[config.mk]
export PLATFORM = sky130hd
export DESIGN_NAME = reg16_byte_reader
export DESIGN_NICKNAME = d
export VERILOG_FILES = /design/src/rtl/reg16_byte_reader.sv
export SDC_FILE = /design/constraint.sdc
export NUM_CORES = 1
export LEC_CHECK = 0
export ABC_AREA = 0
export CAP_MARGIN = 20
export CELL_PAD_IN_SITES_DETAIL_PLACEMENT = 1
export CELL_PAD_IN_SITES_GLOBAL_PLACEMENT = 2
export CORE_ASPECT_RATIO = 1.25
export CORE_MARGIN = 10
export CORE_UTILIZATION = 26
export DETAILED_ROUTE_END_ITERATION = 8
export PLACE_DENSITY = 0.83
export SLEW_MARGIN = 20
export SYNTH_ARGS = -nofsm -noshare
export SYNTH_HDL_FRONTEND = slang
export SYNTH_SLANG_ARGS = --single-unit
[constraint.sdc]
create_clock -name C -period 1.9 [get_ports C]
set_input_delay 0.19 -clock C [delete_from_list [all_inputs] [get_ports C]]
set_output_delay 0.19 -clock C [all_outputs]
set_load 0.1 [all_outputs]
[src/rtl/reg16_byte_reader.sv]
// Purpose: reads a run of 16-bit registers via the half-select port and streams each one as two bytes, low then high.
// Latency: first byte valid 2 cycles after start; 2 cycles/byte with out_ready high; done 4N+1 cycles after start.
// Backpressure: a byte is held stable on out_data with out_valid high until out_ready accepts it.
module reg16_byte_reader #(
  parameter int NREG = 8,
  parameter int AW   = 3
) (
  input  logic          C,
  input  logic          rst,
  input  logic          start,
  input  logic [AW-1:0] base_addr,
  input  logic [AW:0]   count,
  output logic [AW-1:0] reg_addr,
  output logic [1:0]    reg_half,
  input  logic [15:0]   reg_q,
  output logic [7:0]    out_data,
  output logic          out_valid,
  input  logic          out_ready,
  output logic          busy,
  output logic          done,
  output logic          protocol_err
);

  typedef enum logic [2:0] {
    IDLE    = 3'd0,
    LOAD_LO = 3'd1,
    SEND_LO = 3'd2,
    LOAD_HI = 3'd3,
    SEND_HI = 3'd4,
    DONE_S  = 3'd5
  } state_t;

  localparam logic [1:0]  HALF_FULL = 2'b00;
  localparam logic [1:0]  HALF_LO   = 2'b01;
  localparam logic [1:0]  HALF_HI   = 2'b10;
  localparam logic [AW:0] ONE       = (AW+1)'(1);
  localparam logic [AW:0] NREG_W    = (AW+1)'(NREG);

  state_t        state_q, state_d;
  logic [AW-1:0] reg_addr_q, reg_addr_d;
  logic [1:0]    reg_half_q, reg_half_d;
  logic [7:0]    out_data_q, out_data_d;
  logic          out_valid_q, out_valid_d;
  logic          busy_q, busy_d;
  logic          done_q, done_d;
  logic          protocol_err_q, protocol_err_d;
  logic [AW:0]   remaining_q, remaining_d;

  logic [AW:0]   addr_inc;
  logic          hi_nonzero;

  // Address step wraps at NREG; the bank must return zero in the top byte for half reads.
  assign addr_inc   = {1'b0, reg_addr_q} + ONE;
  assign hi_nonzero = |reg_q[15:8];

  // Next-state and next-output computation; all outputs are registered from these.
  always_comb begin
    state_d        = state_q;
    reg_addr_d     = reg_addr_q;
    out_data_d     = out_data_q;
    out_valid_d    = out_valid_q;
    protocol_err_d = protocol_err_q;
    remaining_d    = remaining_q;
    reg_half_d     = HALF_FULL;
    busy_d         = 1'b0;
    done_d         = 1'b0;

    case (state_q)
      IDLE: begin
        if (start) begin
          protocol_err_d = 1'b0;
          if (count != '0) begin
            reg_addr_d  = base_addr;
            remaining_d = count;
            state_d     = LOAD_LO;
          end else begin
            state_d = DONE_S;
          end
        end
      end
      LOAD_LO: begin
        out_data_d  = reg_q[7:0];
        out_valid_d = 1'b1;
        if (hi_nonzero) protocol_err_d = 1'b1;
        state_d = SEND_LO;
      end
      SEND_LO: begin
        if (out_valid_q && out_ready) begin
          out_valid_d = 1'b0;
          state_d     = LOAD_HI;
        end
      end
      LOAD_HI: begin
        out_data_d  = reg_q[7:0];
        out_valid_d = 1'b1;
        if (hi_nonzero) protocol_err_d = 1'b1;
        state_d = SEND_HI;
      end
      SEND_HI: begin
        if (out_valid_q && out_ready) begin
          out_valid_d = 1'b0;
          remaining_d = remaining_q - ONE;
          if (remaining_q == ONE) begin
            state_d = DONE_S;
          end else begin
            reg_addr_d = (addr_inc == NREG_W) ? '0 : addr_inc[AW-1:0];
            state_d    = LOAD_LO;
          end
        end
      end
      DONE_S: begin
        state_d = IDLE;
      end
      default: begin
        state_d = IDLE;
      end
    endcase

    // Half select, busy and done follow the state being entered so they line up with it.
    case (state_d)
      LOAD_LO, SEND_LO: reg_half_d = HALF_LO;
      LOAD_HI, SEND_HI: reg_half_d = HALF_HI;
      default:          reg_half_d = HALF_FULL;
    endcase
    busy_d = (state_d != IDLE);
    done_d = (state_d == DONE_S);
  end

  // State and output registers; reset clears everything immediately, abandoning any burst.
  always_ff @(posedge C or posedge rst) begin
    if (rst) begin
      state_q        <= IDLE;
      reg_addr_q     <= '0;
      reg_half_q     <= HALF_FULL;
      out_data_q     <= '0;
      out_valid_q    <= 1'b0;
      busy_q         <= 1'b0;
      done_q         <= 1'b0;
      protocol_err_q <= 1'b0;
      remaining_q    <= '0;
    end else begin
      state_q        <= state_d;
      reg_addr_q     <= reg_addr_d;
      reg_half_q     <= reg_half_d;
      out_data_q     <= out_data_d;
      out_valid_q    <= out_valid_d;
      busy_q         <= busy_d;
      done_q         <= done_d;
      protocol_err_q <= protocol_err_d;
      remaining_q    <= remaining_d;
    end
  end

  assign reg_addr     = reg_addr_q;
  assign reg_half     = reg_half_q;
  assign out_data     = out_data_q;
  assign out_valid    = out_valid_q;
  assign busy         = busy_q;
  assign done         = done_q;
  assign protocol_err = protocol_err_q;

endmodule

==> reports/qor.txt, run 1 <==
Status -> finished clean
Die width -> 82.4 um
CP required -> 2.07 ns
Mapped Nets -> 156
DRC violations left -> 0
Cell Area, Synth -> 1260 um2
Clock Latency Late Sink -> 0.27 ns
Die Ht -> 98.0 um
Vias in the first global route -> 1264
Htree depth -> 1
Number of synthesized flops with an enable pin -> 0
Clk_skew -> 0.00868 ns
Synth warnings -> 0
Row Count -> 28
FFs w/ async S/R, synth -> 100%
DPL Wire Length -> 3170 um
GR Overflow Total -> 0
HP Class -> in2async
Vias -> 1155
Sequential cell area -> 602 um2
Detail Route Antenna Nets -> 0
Routed wire per std cell -> 16.9 um
Total track usage -> 10.1%
Largest net degree at the start of global routing -> 25
Max-slew violations -> 0
Antenna violations before repair -> 0
Area of the multi-input gates -> 612 um2
CTS tree -> yes
Die area -> 8070 um2
Vias/cell -> 4.85
DRT Pass-1 Iters -> 3
WL final -> 4020 um
#FFs+latches synth -> 24
Cells resized by post-CTS repair -> 0
Sequential fraction of the synthesis area -> 47.5%
Max-slew headroom -> 69.3%
Filler cells -> 555
Worst-path clk slew -> 0.09 ns
Yosys top cell area share -> 47.5%
Arrival time at the worst endpoint -> 1.92 ns
Critical path fanouts, max -> 8
Final Cell Area -> 1860 um2
Period utilization -> 92.4%
Synth top area cells -> dfrtp_1 (47%), mux2_2 (7.1%), a21oi_1 (4.0%)
Synthesized instance count -> 126
Max Cap Violations -> 0
CTS max path bufs -> 2
Commonest non-fill, non-tap cell in the layout -> buf_4
Sink Count -> 24
Worst Setup Start Kind -> input pin
Setup bufs post-CTS -> 0
First-pass GRT wire length -> 6540 um
Commonest cells after routing, fill and taps aside -> buf_4 (28), clkdlybuf4s50_1 (26), dfrtp_1 (23)
Pin slew with the least headroom to its limit -> 0.461 ns
Worst setup path class -> in2reg
Placement Cell Area -> 1790 um2
Starting DRT DRC Count -> 51
Initial core utilization -> 26.7%
Num CTS Buffers -> 3
Area growth from synthesis to layout -> 46.8%
Distinct cells, synth -> 37
Number of port buffers -> 43
Routability cong. -> 0.834
Share of post-route cells with drive strength above 1 -> 26.4%
Area leader, netlist -> dfrtp_1
RSZ-0062 raised after global routing -> no
Post-CTS Hold Fix Bufs -> 0
CP Capture Type -> flop
Ant diodes -> 0
Primary FF master, synth -> dfrtp_1
Fin. Hold Viols -> 0
Final setup vio count -> 0
Root Buffer -> clkbuf_8
Core Region -> 4730 um2
Mapped Avg Cell Area -> 10.0 um2
Final net count -> 209
F_max -> 570 MHz
Crit path time final -> 1.76 ns
IO Pins -> 44
area by class of cell:
class,count,area share (%)
Clock inverter,1,1.62
Multi-Input combinational cell,89,33.0
Clock buffer,3,2.22
Timing Repair Buffer,54,25.3
Tap cell,60,4.04
Inverter,7,1.42
Sequential cell,24,32.4
cells by family (layout without fill, tap and decap cells):
family | Yosys count | after routing | share of synthesized area, %
xor gates and xnor gates | 1 | 1 | 0.693
AOI/OAI and AO/OA | 33 | 33 | 17.9
DFF | 24 | 24 | 47.5
buffers and inverters | 13 | 65 | 4.15
adders and majority gates | 3 | 3 | 2.97
muxes | 10 | 10 | 8.70
and+or+nand+nor | 42 | 42 | 18.1
final timing paths:
| check | start | endpoint | slack (ns) | cells past startpoint |
|---|---|---|---|---|
| hold reg to reg | out_data[4] | out_data[4] | 0.51 | 1 |
| min in group C | out_data[4] | out_data[4] | 0.51 | 1 |
| max in group asynchronous | rst | out_valid | 1.38 | 3 |
| hold / removal | rst | protocol_err | 0.26 | 3 |
| setup reg to reg | remaining_q[1] | reg_half[0] | 0.24 | 6 |
| setup / recovery | count[2] | remaining_q[3] | 0.14 | 5 |
state kept, by name (all words and copies together) (netlist names):
register and flops:
remaining_q 4, reg_half 2, done 1, out_valid 1, busy 1, out_data 8, protocol_err 1, state_q 3
reg_addr 3
per-stage QoR:
step                      hold slack (ns)  TNS, ns  util [%]  setup WS (ns)  cells
after global placement              0.489   -0.303      37.8        -0.0841    234
after detailed placement            0.497   -0.980      37.8         -0.173    234
after floorplan                     0.205        0         -          0.111    126
after global routing                0.289        0      39.3         0.0316    238
final                               0.260        0      39.3          0.145    238
after CTS                           0.272        0      39.3          0.122    238
Yosys cell counts (2+ instances only):
master / number
dfrtp_1: 24
nor2_1: 11
a21oi_1: 10
o21ai_0: 10
mux2_2: 8
inv_1: 7
nand2_1: 7
nand3_1: 6
buf_2: 3
ha_1: 3
nor4_1: 3
o31ai_1: 3
and2_1: 2
clkbuf_1: 2
mux2i_1: 2
nand2b_1: 2
nor3_1: 2
nor3b_1: 2
layer usage:
layer / global-route usage, % / vias to the layer above / share of wire, %
li1: - / 555 / -
met1: 11.1 / 562 / 40
met2: 17.5 / 32 / 52
met3: 2.29 / 6 / 5.9
met4: 4.86 / 0 / 1.9
met5: 0 / - / 0
critical path: stages:
cell and delay, ns:
clkdlybuf4s50_1 0.47, or4_4 0.59, a32oi_4 0.32, o21ba_1 0.21, a2bb2oi_1 0.13
Power of run 1 is not shown: default switching activity piles up to over one toggle a cycle in this logic, so the estimate is an artifact.
==> run 2: changes to the inputs <==
Settings changed: SLEW_MARGIN 20 to 30.
==> results of run 2 <==
The final DEF is identical to that of run 1; final timing and power are the same.
Power of run 2 is left out for the same reason.
==> run 3: changes to the inputs <==
Settings changed: HOLD_SLACK_MARGIN set to 0.02, RECOVER_POWER set to 25.
==> run 3 against run 2 <==
Global-route usage is the same; die area unchanged; highest routed layer unchanged; utilization down 0.079 points; first-iteration DRC count is the same; maximum frequency unchanged; sequential cell count stayed put; worst setup slack stayed put; count of clock-buffer cells in the layout is the same.
==> reports/qor.txt, run 3 (synthesis results as in run 1) <==
CP Capture Type -> flop
Routed wire per std cell -> 16.9 um (-0.12%)
Area growth from synthesis to layout -> 46.5%
Global routing's busiest layer -> met2
Max-slew violations -> 0 (unchanged)
CP required -> 2.07 ns (about the same)
Met1 global-route usage -> 11.1% (unchanged)
First-pass GRT wire length -> 6540 um (unchanged)
Clock Latency Late Sink -> 0.27 ns (about the same)
Max stage delay cell, worst path -> or4_4
DRT Pass-1 Iters -> 3 (unchanged)
CTS tree -> yes
Antenna violations before repair -> 0 (unchanged)
DRC violations left -> 0 (unchanged)
WL final -> 4010 um (-0.12%)
Die Ht -> 98.0 um (unchanged)
F_max -> 570 MHz (unchanged)
Share of post-route cells with drive strength above 1 -> 25.8% (-0.56 points)
Grt met3 use -> 2.29% (unchanged)
Critical path fanouts, max -> 8 (unchanged)
Ant diodes -> 0 (unchanged)
Worst reg2reg setup slack -> 0.24 ns (about the same)
Status -> finished clean
Vias in the first global route -> 1264 (unchanged)
Detail Route Antenna Nets -> 0 (unchanged)
Vias/cell -> 4.86 (about the same)
Htree depth -> 1 (unchanged)
Worst-path clk slew -> 0.09 ns (about the same)
Starting DRT DRC Count -> 51 (unchanged)
DPL Wire Length -> 3170 um (unchanged)
Clk_skew -> 0.00868 ns (unchanged)
Reg2reg path depth -> 6 (unchanged)
Largest net degree at the start of global routing -> 25 (unchanged)
Post-CTS Hold Fix Bufs -> 0 (unchanged)
Sequential cell area -> 602 um2 (unchanged)
Max Cap Violations -> 0 (unchanged)
Area of the multi-input gates -> 612 um2 (unchanged)
Total track usage -> 10.1% (unchanged)
Arrival time at the worst endpoint -> 1.92 ns (about the same)
Die width -> 82.4 um (unchanged)
Worst setup path class -> in2reg
WP buf/inv -> 1 (unchanged)
Vias -> 1156 (+0.087%)
Cells resized by post-CTS repair -> 0 (unchanged)
CTS max path bufs -> 2 (unchanged)
Core Region -> 4730 um2 (unchanged)
Final net count -> 209 (unchanged)
Crit-path max cell delay -> 0.59 ns (about the same)
HP Class -> reg2reg
Routability cong. -> 0.834 (unchanged)
Worst hold path endpoint -> out_data[4]
Sink Count -> 24 (unchanged)
Crit path time final -> 1.76 ns (unchanged)
Commonest non-fill, non-tap cell in the layout -> buf_4
Filler cells -> 555 (unchanged)
Cells along the critical path -> clkdlybuf4s50_1, or4_4, a32oi_4, o21ba_1, a2bb2oi_1
Period utilization -> 92.4% (unchanged)
Root Buffer -> clkbuf_8
Flip-flop count of the largest register after layout -> 8 (unchanged)
Final worst setup slack -> 0.145 ns (unchanged)
Num CTS Buffers -> 3 (unchanged)
Commonest cells after routing, fill and taps aside -> buf_4 (27), clkdlybuf4s50_1 (26), dfrtp_1 (23)
RSZ-0062 raised after global routing -> no
Pre-CTS setup slack -> -0.173 ns (unchanged)
Number of port buffers -> 43 (unchanged)
Final setup vio count -> 0 (unchanged)
IO Pins -> 44 (unchanged)
Fin. Hold Viols -> 0 (unchanged)
Hold Path Depth -> 1
Reg-to-reg endpoint -> reg_half[0]
Max-slew headroom -> 11.2% (-58 points)
Pin slew with the least headroom to its limit -> 1.33 ns (+0.871 ns)
Setup bufs post-CTS -> 0 (unchanged)
Worst Setup Start Kind -> input pin
GR Overflow Total -> 0 (unchanged)
Top Family by Delay on Critical Path -> compound AO/OA/AOI/OAI gates
Reg2reg start -> remaining_q[1]
Row Count -> 28 (unchanged)
Hold path start -> out_data[4]
GR Util met2 -> 17.5% (unchanged)
Initial core utilization -> 26.7% (unchanged)
Die area -> 8070 um2 (unchanged)
-- run 3: cell types whose count changed in the layout (fill, tap and decap cells not counted) --
cell / previous run / this run
clkbuf_1: 0 / 1
buf_4: 28 / 27
-- run 3: metrics by stage --
step / hold WS, ns / instance area (um2) / cells / setup TNS (ns) / util (%)
after floorplan: 0.205 / 1270 / 126 / 0 / -
after global placement: 0.489 / 1790 / 234 / -0.303 / 37.8
after detailed placement: 0.497 / 1790 / 234 / -0.980 / 37.8
after CTS: 0.272 / 1860 / 238 / 0 / 39.3
after global routing: 0.523 / 1850 / 238 / 0 / 39.2
final: 0.511 / 1850 / 238 / 0 / 39.2
-- run 3: how the worst max path moves through the flow --
stage | from | endpoint | slack [ns] | depth (start not counted)
after floorplan | reg_addr[0] | reg_addr[2] | 0.11 | 4
after detailed placement | count[2] | remaining_q[3] | -0.17 | 5
after global routing | count[2] | reg_addr[1] | 0.03 | 6
after CTS | count[2] | remaining_q[3] | 0.12 | 5
final | count[2] | remaining_q[3] | 0.14 | 5
after global placement | count[2] | remaining_q[3] | -0.08 | 5
-- run 3: metal layers --
layer | vias to the layer above | part of all wire [%]
li1 | 555 | -
met2 | 32 | 52
met1 | 563 | 40
met3 | 6 | 6.0
met4 | 0 | 1.9
met5 | - | 0
-- run 3: area by class of cell --
cell class              instances  area share (%)
multi-input cells              89            33.0
flip-flops and latches         24            32.5
repair buffers                 54            25.2
well taps                      60            4.05
clock buffers                   3            2.23
clock inverters                 1            1.62
inverters                       7            1.42
Power of run 3 is left out for the same reason.
